**config.mk**
```make
export PLATFORM = sky130hd
export DESIGN_NAME = fetch_sequencer
export DESIGN_NICKNAME = d
export VERILOG_FILES = /design/src/rtl/fetch_sequencer_pkg.sv /design/src/rtl/fetch_sequencer_pc_redirect_slot.sv /design/src/rtl/fetch_sequencer.sv
export SDC_FILE = /design/constraint.sdc
export NUM_CORES = 1
export LEC_CHECK = 0
export CAP_MARGIN = 20
export CELL_PAD_IN_SITES_DETAIL_PLACEMENT = 1
export CELL_PAD_IN_SITES_GLOBAL_PLACEMENT = 1
export CORE_MARGIN = 3
export CORE_UTILIZATION = 30
export CTS_CLUSTER_DIAMETER = 50
export DETAILED_ROUTE_END_ITERATION = 8
export PLACE_DENSITY = 0.81
export SLEW_MARGIN = 25
export SYNTH_ARGS = -nofsm -noshare
export SYNTH_HDL_FRONTEND = slang
export SYNTH_SLANG_ARGS = --single-unit
```
**constraint.sdc**
```tcl
create_clock -name clk -period 2.45 [get_ports clk]
set_input_delay 0.49 -clock clk [delete_from_list [all_inputs] [get_ports clk]]
set_output_delay 0.49 -clock clk [all_outputs]
set_load 0.01 [all_outputs]
```
**src/rtl/fetch_sequencer_pkg.sv**
```systemverilog
// Shared definitions for the fetch sequencer: FSM encoding, vectors and PC increments.
package fetch_sequencer_pkg;

    typedef enum logic [1:0] {
        ST_IDLE,
        ST_FETCH,
        ST_HOLD,
        ST_DRAIN
    } fetch_state_e;

    localparam logic [31:0] RESET_PC = 32'h0000_3000;
    localparam logic [31:0] EXC_PC   = 32'h0000_4180;
    localparam logic [31:0] PC_INC4  = 32'd4;
    localparam logic [31:0] PC_INC8  = 32'd8;

endpackage

```
**src/rtl/fetch_sequencer_pc_redirect_slot.sv**
```systemverilog
// One-entry redirect slot: prioritises jr > j > br, remembers a target until the
// delay slot is consumed, and bypasses a same-cycle redirect straight to next_pc.
module pc_redirect_slot
    import fetch_sequencer_pkg::*;
(
    input  logic        clk,
    input  logic        reset,
    input  logic        flush_i,
    input  logic        consume_i,
    input  logic        br_take_i,
    input  logic [31:0] br_pc_i,
    input  logic        j_take_i,
    input  logic [31:0] j_pc_i,
    input  logic        jr_take_i,
    input  logic [31:0] jr_pc_i,
    output logic        redirect_o,
    output logic [31:0] target_o
);

    logic        full_q;
    logic [31:0] target_q;
    logic        req_take;
    logic [31:0] req_pc;

    // NOTE: every variable assigned in always_comb gets a default first so no latch is inferred.
    always_comb begin
        req_take = jr_take_i | j_take_i | br_take_i;
        req_pc   = br_pc_i;
        if (jr_take_i) begin
            req_pc = jr_pc_i;
        end else if (j_take_i) begin
            req_pc = j_pc_i;
        end
    end

    // A full slot wins over any new redirect: branch-in-delay-slot is ignored.
    assign redirect_o = full_q | req_take;
    assign target_o   = full_q ? target_q : req_pc;

    // NOTE: sequential state uses non-blocking assignments so all registers update together.
    always_ff @(posedge clk) begin
        if (reset || flush_i || consume_i) begin
            full_q <= 1'b0;
        end else if (req_take && !full_q) begin
            full_q   <= 1'b1;
            target_q <= req_pc;
        end
        if (reset) begin
            target_q <= RESET_PC;
        end
    end

endmodule

```
**src/rtl/fetch_sequencer.sv**
```systemverilog
// Fetch PC owner for the pipelined MIPS core: issues imem requests, delivers to F/D
// under stall control, and applies delay-slot redirects and exception restarts.
module fetch_sequencer
    import fetch_sequencer_pkg::*;
(
    input  logic        clk,
    input  logic        reset,
    input  logic        stall_i,
    input  logic        br_take_i,
    input  logic [31:0] br_pc_i,
    input  logic        j_take_i,
    input  logic [31:0] j_pc_i,
    input  logic        jr_take_i,
    input  logic [31:0] jr_pc_i,
    input  logic        exc_i,
    output logic        imem_req_o,
    output logic [31:0] imem_addr_o,
    input  logic        imem_ack_i,
    input  logic [31:0] imem_rdata_i,
    output logic        valid_o,
    output logic [31:0] instr_o,
    output logic [31:0] pc_o,
    output logic [31:0] pc8_o
);

    fetch_state_e state_q;
    logic [31:0]  pc_q;
    logic [31:0]  hold_q;
    logic [31:0]  drain_addr_q;

    logic         deliver;
    logic         consume;
    logic         redirect;
    logic [31:0]  target;
    logic [31:0]  next_pc_d;

    assign deliver = !exc_i && (((state_q == ST_FETCH) && imem_ack_i) || (state_q == ST_HOLD));
    assign consume = deliver && !stall_i;

    pc_redirect_slot u_slot (
        .clk        (clk),
        .reset      (reset),
        .flush_i    (exc_i),
        .consume_i  (consume),
        .br_take_i  (br_take_i),
        .br_pc_i    (br_pc_i),
        .j_take_i   (j_take_i),
        .j_pc_i     (j_pc_i),
        .jr_take_i  (jr_take_i),
        .jr_pc_i    (jr_pc_i),
        .redirect_o (redirect),
        .target_o   (target)
    );

    assign next_pc_d = redirect ? target : pc_q + PC_INC4;

    // DRAIN keeps presenting the abandoned address until memory answers it.
    assign imem_req_o  = (state_q == ST_FETCH) || (state_q == ST_DRAIN);
    assign imem_addr_o = (state_q == ST_DRAIN) ? drain_addr_q : pc_q;
    assign valid_o     = deliver;
    assign instr_o     = !deliver ? 32'd0 : (state_q == ST_HOLD) ? hold_q : imem_rdata_i;
    assign pc_o        = pc_q;
    assign pc8_o       = pc_q + PC_INC8;

    always_ff @(posedge clk) begin
        if (reset) begin
            state_q      <= ST_IDLE;
            pc_q         <= RESET_PC;
            hold_q       <= 32'd0;
            drain_addr_q <= RESET_PC;
        end else begin
            case (state_q)
                ST_IDLE: begin
                    state_q <= ST_FETCH;
                    if (exc_i) begin
                        pc_q <= EXC_PC;
                    end
                end
                ST_FETCH: begin
                    if (exc_i) begin
                        hold_q <= 32'd0;
                        pc_q   <= EXC_PC;
                        if (!imem_ack_i) begin
                            drain_addr_q <= pc_q;
                            state_q      <= ST_DRAIN;
                        end
                    end else if (imem_ack_i) begin
                        if (stall_i) begin
                            hold_q  <= imem_rdata_i;
                            state_q <= ST_HOLD;
                        end else begin
                            pc_q <= next_pc_d;
                        end
                    end
                end
                ST_HOLD: begin
                    if (exc_i) begin
                        hold_q  <= 32'd0;
                        pc_q    <= EXC_PC;
                        state_q <= ST_FETCH;
                    end else if (!stall_i) begin
                        pc_q    <= next_pc_d;
                        state_q <= ST_FETCH;
                    end
                end
                ST_DRAIN: begin
                    if (imem_ack_i) begin
                        state_q <= ST_FETCH;
                    end
                end
                default: state_q <= ST_IDLE;
            endcase
        end
    end

endmodule

```
==> impl_metrics.json, run 1 <==
{
  "drive_gt1_share_pct": 25.5,
  "start_util_pct": 31.0,
  "clock_skew_ns": 0.00795,
  "p_leak_nw": 4.95,
  "cts.reportedPaths.clkPinSlew_ns": 0.06,
  "crit_required_ns": 1.96,
  "coreArea_sq_um": 25600,
  "crit_type": "register to output port",
  "hpwlAfterDp_um": 24900,
  "grt_max_degree": 56,
  "fin_crit_ns": 2.60,
  "area_growth_pct": 59.1,
  "syn_nets": 1195,
  "setup_viol": 16,
  "routed_wl_um": 37800,
  "drt_iter0_markers": 908,
  "yosysSeqAreaShare_pct": 33.0,
  "port-buffer-count": 265,
  "synth_area_sq_um": 7940,
  "critPathCaptureType": "output port",
  "cap_violations": 0,
  "drc": 0,
  "grt_pass1_wl_um": 53400,
  "fin_util_pct": 49.3,
  "worst_pin_slew_ns": 0.677,
  "yosysWarnings": 0,
  "num_vias": 9557,
  "ys_top_cells_by_count": "nand2_1, dfxtp_1, a21oi_1",
  "grt.overflow.total": 0,
  "arrival_ns": 2.11,
  "vias_per_cell": 5.57,
  "first_pass_iters": 5,
  "critPathLaunchType": "register",
  "ys_ff_latch": 131,
  "critPathMaxFanout": 2,
  "design_area_sq_um": 12600,
  "postRouteAntennaNets": 0,
  "synth_most_common_cell": "nand2_1",
  "gp_congestion": 0.899,
  "powerDensity_nw_per_um2": 516,
  "max_stage_delay_ns": 0.46,
  "report.final.slew_viol_count": 0,
  "max-clock-path-buffers": 2,
  "violations": "negative setup slack",
  "clock_latency_ns": 0.42,
  "clock_sinks": 131,
  "nets": 1517,
  "slowest_stage": "or3_4",
  "status": "complete, but fails checks",
  "cts_tree": "done",
  "htreeDepth": 4,
  "first_global_vias": 9362,
  "peakVddDrop_mv": 0.376,
  "boundaryPins": 266,
  "async_flop_share_pct": 0,
  "rsz0062_at_grt": "yes",
  "period_share_pct": 106,
  "setup_ws_ns": -0.154,
  "path_delay_family": "simple AND/OR/NAND/NOR gates",
  "critical_path_buf_inv_count": 1,
  "hp-class": "input pin to register",
  "hold_viol": 0,
  "antenna_cells": 0,
  "synth_area_leaders": "dfxtp_1, nand2_1, mux2i_1",
  "synth_ff_type": "dfxtp_1",
  "fp-row-count": 58,
  "die_w_um": 169,
  "chipHeight_um": 169,
  "die-area_sq_um": 28400,
  "wl_per_cell_um": 22.0,
  "dpl-instance-area_sq_um": 11500,
  "synth.distinct_cells": 62,
  "slew_headroom_pct": 54.9,
  "cts_buffers": 17,
  "syn_avg_cell_area_sq_um": 7.54,
  "yosys.area.top_type": "dfxtp_1",
  "postSynthCellCount": 1053,
  "synth_edf_count": 0,
  "root_buffer": "clkbuf_16",
  "crit_chain": "nand4_1 -> or3_4 -> nor4_4 -> xor2_1 -> buf_2",
  "max_freq_mhz": 384,
  "grt_antenna_before_repair": 0,
  "grt.total_usage_pct": 23.6,
  "synth_top_cell_area_share_pct": 33.0
}
## flip-flops by register name, summed over array words and instances, names as in the netlist
name / flops
u_slot.target_q: 32
hold_q: 32
drain_addr_q: 32
pc_o: 32
u_slot.full_q: 1
state_q: 2
## stage by stage
step	setup TNS (ns)	std cells	power [mW]	hold WS, ns	worst slack [ns]
floorplan	0	1053	3.09	0.429	0.0313
detailed placement	-13.78	1657	3.90	0.446	-0.345
global placement	-9.72	1657	3.85	0.438	-0.229
CTS	-0.651	1700	6.44	0.393	-0.117
global route	-3.03	1717	6.77	0.405	-0.235
finish	-0.873	1717	6.52	0.403	-0.154
## kinds of logic (layout without fill, tap and decap cells)
group	Yosys count	count (layout)	share of synthesized area, %
buffers and inverters	121	455	6.28
xor gates and xnor gates	30	30	3.31
adders and majority gates	6	6	0.946
AOI/OAI and AO/OA	257	257	20.5
muxes	93	93	12.2
and+or+nand+nor	415	415	23.7
DFF	131	131	33.0
## metal layers
metal / global-route usage [%] / vias to the layer above / part of all wire, %
met4: 7.79 / 0 / 4.0
met5: 0 / - / 0
li1: - / 4370 / -
met3: 3.36 / 96 / 6.8
met1: 31.5 / 4647 / 42
met2: 39.2 / 444 / 47
## worst paths after layout
kind                            slack [ns]  depth (start not counted)  startpoint    endpoint
worst max-delay path                 -0.15                          5     pc_o[8]   pc8_o[31]
worst min-delay path                  0.40                          2       reset  state_q[1]
worst max register to register       -0.02                          9  state_q[0]    pc_o[15]
worst min register to register        0.45                          2  hold_q[24]  hold_q[24]
## repair_timing
action,in CTS,in global routing
endpoints found under the setup margin,95,75
hold endpoints to repair,0,0
buffers inserted,9,15
gates cloned,3,3
hold buffers,0,0
gates resized for setup,282,100
pin swaps,19,27
## power by group
group / internal [mW] / total (mW) / switching [mW]
registers: 2.24 / 2.31 / 0.0760
clock network: 1.50 / 2.53 / 1.03
logic: 0.776 / 1.68 / 0.901
## cell usage in the layout (no fill, tap or decap), types with 9 or more instances in the layout
master | netlist | layout
buf_4 | 3 | 112
a211o_1 | 9 | 9
mux2i_1 | 65 | 64
nand2_1 | 199 | 191
nand4_1 | 14 | 14
nor2_2 | 0 | 10
xnor2_1 | 22 | 16
mux2_2 | 28 | 27
buf_6 | 2 | 18
dfxtp_1 | 131 | 113
o21ai_0 | 68 | 65
clkdlybuf4s15_1 | 0 | 13
clkbuf_16 | 0 | 19
clkdlybuf4s50_1 | 0 | 169
a21oi_1 | 93 | 91
dfxtp_2 | 0 | 15
clkdlybuf4s15_2 | 0 | 12
o21a_1 | 12 | 12
dlygate4sd2_1 | 0 | 23
nor2_1 | 67 | 56
a41oi_1 | 9 | 9
inv_1 | 19 | 17
buf_2 | 14 | 38
nand2b_1 | 13 | 13
nand3_1 | 77 | 70
## final cells by class
cell class,instances,area [sq um]
clock buffers,19,433
clock inverters,12,134
fillers,3066,13000
inverters,20,77.6
multi-input cells,801,5210
flip-flops and latches,131,2650
well taps,330,413
repair buffers,404,3710
No activity file was read; power rests on OpenSTA's default activity.
==> run 2, diff against run 1 <==
--- a/config.mk
+++ b/config.mk
@@ -9,10 +9,10 @@
 export CELL_PAD_IN_SITES_DETAIL_PLACEMENT = 1
 export CELL_PAD_IN_SITES_GLOBAL_PLACEMENT = 1
 export CORE_MARGIN = 3
-export CORE_UTILIZATION = 30
+export CORE_UTILIZATION = 33
 export CTS_CLUSTER_DIAMETER = 50
 export DETAILED_ROUTE_END_ITERATION = 8
-export PLACE_DENSITY = 0.81
+export PLACE_DENSITY = 0.85
 export SLEW_MARGIN = 25
 export SYNTH_ARGS = -nofsm -noshare
 export SYNTH_HDL_FRONTEND = slang
==> constraint.sdc (replaced) <==
create_clock -name clk -period 2.6 [get_ports clk]
set_input_delay 0.52 -clock clk [delete_from_list [all_inputs] [get_ports clk]]
set_output_delay 0.52 -clock clk [all_outputs]
set_load 0.05 [all_outputs]
==> run 2 against run 1 <==
Net effect: the run still ends with negative setup slack left; global-route usage grew 5.7 points; final cell count shrank 2.9%; wire length grew 9.9%; largest power group unchanged.
==> impl_metrics.json, run 2 (synthesis results as in run 1) <==
{
  "status": "complete, but fails checks",
  "violations": "negative setup slack",
  "path_delay_family": "simple AND/OR/NAND/NOR gates",
  "crit_chain": "ha_4 -> nand3_4 -> or3_4 -> nor4_4 -> xor2_2 -> buf_12",
  "setup_viol": 14,
  "final_common_cell": "nand2_1",
  "setup_ws_ns": -0.191,
  "gp_congestion": 0.860,
  "p_int_mw": 4.57,
  "powerDensity_nw_per_um2": 514,
  "p_switching_mw": 2.30,
  "grt_antenna_before_repair": 3,
  "port-buffer-count": 265,
  "clock_sinks": 131,
  "htreeDepth": 4,
  "slowest_stage": "dfxtp_4",
  "final_cell_mix": "nand2_1, clkdlybuf4s50_1, dfxtp_1",
  "swShare_pct": 33.5,
  "p_total_mw": 6.87,
  "cts_buffers": 17,
  "critPathLaunchType": "register",
  "chipHeight_um": 161,
  "seqPwrFrac_pct": 31.8,
  "slew_headroom_pct": 52.9,
  "critical_path_buf_inv_count": 1,
  "wl_per_cell_um": 24.9,
  "max_stage_delay_ns": 0.41,
  "cts_tree": "done",
  "fin_cells": 1668,
  "peakVddDrop_mv": 0.404,
  "cts.reportedPaths.clkPinSlew_ns": 0.06,
  "postRouteAntennaNets": 0,
  "vias_per_cell": 5.91,
  "placed_cells": 1605,
  "hp-class": "register to register",
  "die_w_um": 161,
  "worst_pin_slew_ns": 0.706,
  "drive_gt1_share_pct": 28.5,
  "arrival_ns": 2.27,
  "cts_hold_buf": 0,
  "period_share_pct": 107,
  "die-area_sq_um": 25900,
  "fp-row-count": 56,
  "hpwlAfterDp_um": 25400,
  "clock_skew_ns": 0.00868,
  "critPathMaxFanout": 4,
  "max-clock-path-buffers": 2,
  "design_area_sq_um": 13400,
  "crit_type": "register to output port",
  "grt.total_usage_pct": 29.3,
  "routed_wl_um": 41500,
  "boundaryPins": 266,
  "rsz0062_at_grt": "yes",
  "num_vias": 9855,
  "p_leak_nw": 5.01,
  "cap_violations": 0,
  "nets": 1475,
  "p_comb_share_pct": 29.7,
  "grt.overflow.total": 0,
  "coreArea_sq_um": 23500,
  "grt_pass1_wl_um": 60300,
  "root_buffer": "clkbuf_16",
  "grt_max_degree": 80,
  "clkPwrFrac_pct": 38.4,
  "first_pass_iters": 6,
  "crit_required_ns": 2.08,
  "hold_viol": 0,
  "drt_iter0_markers": 1140,
  "first_global_vias": 10200,
  "fin_crit_ns": 2.79,
  "report.final.slew_viol_count": 0,
  "dpl-instance-area_sq_um": 12100,
  "drc": 0,
  "area_growth_pct": 68.5,
  "max_freq_mhz": 358,
  "start_util_pct": 33.7,
  "critPathCaptureType": "output port",
  "clock_latency_ns": 0.44
}
[run 2: metal layers]
layer  share of wire (%)  vias up  routed length (um)  GRT usage, %
li1                    -     4277                   -             -
met1                  38     4825               15700          34.1
met2                  49      583               20300          50.3
met3                 7.5      170                3120          6.46
met4                 5.7        0                2360          15.8
met5                   0        -                   0             0
[run 2: area by class of cell]
cell class,count,area [sq um]
fill,2719,10200
multi-input combinational,801,5420
timing repair buffer,362,4160
sequential,131,2680
clock buffer,19,475
tap,319,399
clock inverter,13,151
inverter,20,75.1
antenna,3,7.51
[run 2: through the flow]
stage / hold WS [ns] / setup WS (ns) / setup TNS, ns / util (%)
floorplan: 0.429 / -0.0852 / -2.06 / -
global placement: 0.437 / -0.0446 / -0.0553 / 51.5
detailed placement: 0.448 / -0.0969 / -0.310 / 51.5
CTS: 0.456 / -0.0836 / -0.485 / 55.9
global route: 0.475 / -0.279 / -2.81 / 56.8
finish: 0.452 / -0.191 / -1.46 / 56.8
[run 2: path summary, 6_finish.rpt]
kind                                    endpoint             start  depth (start not counted)  slack [ns]
worst max-delay path                   pc8_o[31]           pc_o[3]                          6       -0.19
worst min-delay path            drain_addr_q[31]  drain_addr_q[31]                          2        0.45
worst max register to register           pc_o[8]        state_q[0]                          7       -0.02
worst min register to register  drain_addr_q[31]  drain_addr_q[31]                          2        0.45
[run 2: power groups by stage]
stage / Clock [mW] / Combinational (mW) / Sequential (mW)
2_1_floorplan: 0 / 0.956 / 2.26
3_3_place_gp: 0 / 1.81 / 2.21
3_5_place_dp: 0 / 1.86 / 2.22
4_1_cts: 2.59 / 1.95 / 2.17
5_1_grt: 2.73 / 2.12 / 2.19
6_report: 2.64 / 2.04 / 2.19
[run 2: repair_timing]
item | 4_1_cts | 5_1_grt
gates cloned | 1 | 0
endpoints found under the setup margin | 79 | 73
buffers inserted | 21 | 6
pin swaps | 13 | 7
resized for setup | 58 | 36
[run 2: worst reg2reg max path, cell delays in order, from the launching register on]
cell     delay (ns)
dfxtp_2        0.39
inv_1          0.12
ha_4           0.32
or4b_4         0.52
or3_4          0.42
a221o_1        0.33
nor3_1         0.27
nor4_1         0.12
==> run 3, diff against run 2 <==
--- a/config.mk
+++ b/config.mk
@@ -9,10 +9,10 @@
 export CELL_PAD_IN_SITES_DETAIL_PLACEMENT = 1
 export CELL_PAD_IN_SITES_GLOBAL_PLACEMENT = 1
 export CORE_MARGIN = 3
-export CORE_UTILIZATION = 33
+export CORE_UTILIZATION = 35
 export CTS_CLUSTER_DIAMETER = 50
 export DETAILED_ROUTE_END_ITERATION = 8
-export PLACE_DENSITY = 0.85
+export PLACE_DENSITY = 0.89
 export SLEW_MARGIN = 25
 export SYNTH_ARGS = -nofsm -noshare
 export SYNTH_HDL_FRONTEND = slang
==> constraint.sdc (replaced) <==
create_clock -name clk -period 3.3 [get_ports clk]
set_input_delay 0.66 -clock clk [delete_from_list [all_inputs] [get_ports clk]]
set_output_delay 0.66 -clock clk [all_outputs]
set_load 0.05 [all_outputs]
==> run 3 against run 2 <==
Net effect: critical path type unchanged; the flow now finishes without violations; final cell count is 5.5% lower; worst setup slack better by 0.28 ns; largest cell class unchanged; critical path depth down 2.
==> impl_metrics.json, run 3 (synthesis results as in run 1) <==
{
  "grt.total_usage_pct": 27.9,
  "swShare_pct": 33.4,
  "final_common_cell": "nand2_1",
  "clock_skew_ns": 0.00712,
  "routed_wl_um": 35600,
  "vias_per_cell": 5.88,
  "r2r_end": "pc_o[10]",
  "num_vias": 9260,
  "antenna_cells": 0,
  "coreArea_sq_um": 22000,
  "r2r_start": "state_q[1]",
  "crit_required_ns": 2.64,
  "drive_gt1_share_pct": 16.9,
  "fin_crit_ns": 3.21,
  "gr-max-usage-layer": "met2",
  "report.final.slew_viol_count": 0,
  "max_freq_mhz": 311,
  "htreeDepth": 4,
  "wl_per_cell_um": 22.6,
  "gr-usage-met3_pct": 5.53,
  "grt_use_met1_pct": 35.3,
  "fp-row-count": 54,
  "critPathCaptureType": "output port",
  "postCtsSetupBuffers": 0,
  "nets": 1427,
  "die-area_sq_um": 24500,
  "final_cell_mix": "nand2_1, clkdlybuf4s50_1, dfxtp_1",
  "seqPwrFrac_pct": 35.0,
  "crit_start": "state_q[0]",
  "chipHeight_um": 157,
  "p_leak_nw": 4.47,
  "drt_iter0_markers": 702,
  "postRouteAntennaNets": 0,
  "worst_pin_slew_ns": 0.815,
  "powerDensity_nw_per_um2": 407,
  "p_int_mw": 3.28,
  "hold_viol": 0,
  "area_growth_pct": 52.5,
  "fill_cells": 2547,
  "final.setup.tns_ns": 0,
  "p_comb_share_pct": 29.1,
  "grt_use_met2_pct": 47.3,
  "hpwlAfterDp_um": 25800,
  "critPathCapture": "imem_addr_o[5]",
  "boundaryPins": 266,
  "clkPwrFrac_pct": 35.9,
  "reg2regPathDepth": 7,
  "drc": 0,
  "setup_ws_ns": 0.0879,
  "max-clock-path-buffers": 2,
  "status": "finished clean",
  "grt_pass1_wl_um": 54300,
  "root_buffer": "clkbuf_16",
  "gp_congestion": 0.912,
  "start_util_pct": 36.0,
  "critPathMaxFanout": 12,
  "r2r_slack_ns": 0.53,
  "crit_type": "register to output port",
  "rsz0062_at_grt": "no",
  "dp_slack_ns": 0.268,
  "cts.reportedPaths.clkPinSlew_ns": 0.06,
  "first_global_vias": 9532,
  "clock_latency_ns": 0.42,
  "cts_tree": "done",
  "cts_buffers": 17,
  "slew_headroom_pct": 45.7,
  "grt_antenna_before_repair": 0,
  "cap_violations": 0,
  "die_w_um": 157,
  "arrival_ns": 2.55,
  "grt.overflow.total": 0,
  "peakVddDrop_mv": 0.328,
  "clock_sinks": 131,
  "hp-class": "register to register",
  "port-buffer-count": 265,
  "critPathLaunchType": "register",
  "setup_viol": 0,
  "cts_hold_buf": 0,
  "p_switching_mw": 1.65,
  "first_pass_iters": 5,
  "period_share_pct": 97.3,
  "grt_max_degree": 72
}
run 3: cell types whose count changed in the layout (fill, tap and decap cells not counted), moves of 10 or more:
| cell | previous run | this run |
|---|---|---|
| dfxtp_1 | 106 | 128 |
| buf_12 | 77 | 57 |
| nor2_2 | 24 | 2 |
| dfxtp_4 | 12 | 0 |
| clkdlybuf4s50_1 | 169 | 194 |
| buf_4 | 105 | 61 |
| nor2_1 | 36 | 65 |
| dfxtp_2 | 13 | 3 |
run 3: worst min path at each step:
stage / slack, ns / cells after the start / end / start
6_report: 0.46 / 2 / hold_q[9] / hold_q[9]
5_1_grt: 0.47 / 2 / hold_q[6] / hold_q[6]
4_1_cts: 0.46 / 2 / hold_q[9] / hold_q[9]
3_5_place_dp: 0.45 / 2 / hold_q[9] / hold_q[9]
3_3_place_gp: 0.44 / 2 / drain_addr_q[21] / drain_addr_q[21]
2_1_floorplan: 0.43 / 2 / u_slot.target_q[19] / u_slot.target_q[19]
run 3: what timing repair did:
item | CTS | global route
endpoints found under the hold margin | 0 | 0
gates resized for setup | 5 | 1
setup endpoints to repair | 2 | 2
run 3: worst max-delay path, cell delays in order (launching register included):
cell	delay, ns
dfxtp_1	0.40
ha_2	0.41
buf_4	0.25
mux2_2	0.37
clkdlybuf4s50_1	0.71
run 3: power groups by stage:
stage	combinational (mW)	clock, mW	sequential (mW)
global placement	1.36	0	1.74
CTS	1.42	1.78	1.72
finish	1.43	1.77	1.72
floorplan	0.741	0	1.78
detailed placement	1.40	0	1.75
global route	1.51	1.84	1.73
run 3: stage by stage:
| step | util [%] | power (mW) | instances | hold slack (ns) | area (sq um) |
|---|---|---|---|---|---|
| after floorplan | - | 2.52 | 1053 | 0.429 | 8040 |
| after global placement | 52.4 | 3.11 | 1546 | 0.438 | 11500 |
| after detailed placement | 52.4 | 3.15 | 1546 | 0.447 | 11500 |
| after CTS | 54.9 | 4.92 | 1576 | 0.456 | 12100 |
| after global routing | 54.9 | 5.08 | 1576 | 0.466 | 12100 |
| final | 54.9 | 4.93 | 1576 | 0.455 | 12100 |
run 3: per-layer routing:
metal	routed length (um)	part of all wire, %
met5	0	0
met4	1370	3.8
met3	2640	7.4
met2	17100	48
met1	14500	41
run 3: final cells by class:
| cell class | instances | area [sq um] | area share (%) |
|---|---|---|---|
| multi-input combinational | 801 | 4960 | 41.0 |
| tap | 280 | 350 | 2.90 |
| sequential | 131 | 2630 | 21.7 |
| inverter | 20 | 75.1 | 0.620 |
| clock buffer | 21 | 450 | 3.72 |
| timing repair buffer | 314 | 3550 | 29.3 |
| clock inverter | 9 | 85.1 | 0.703 |
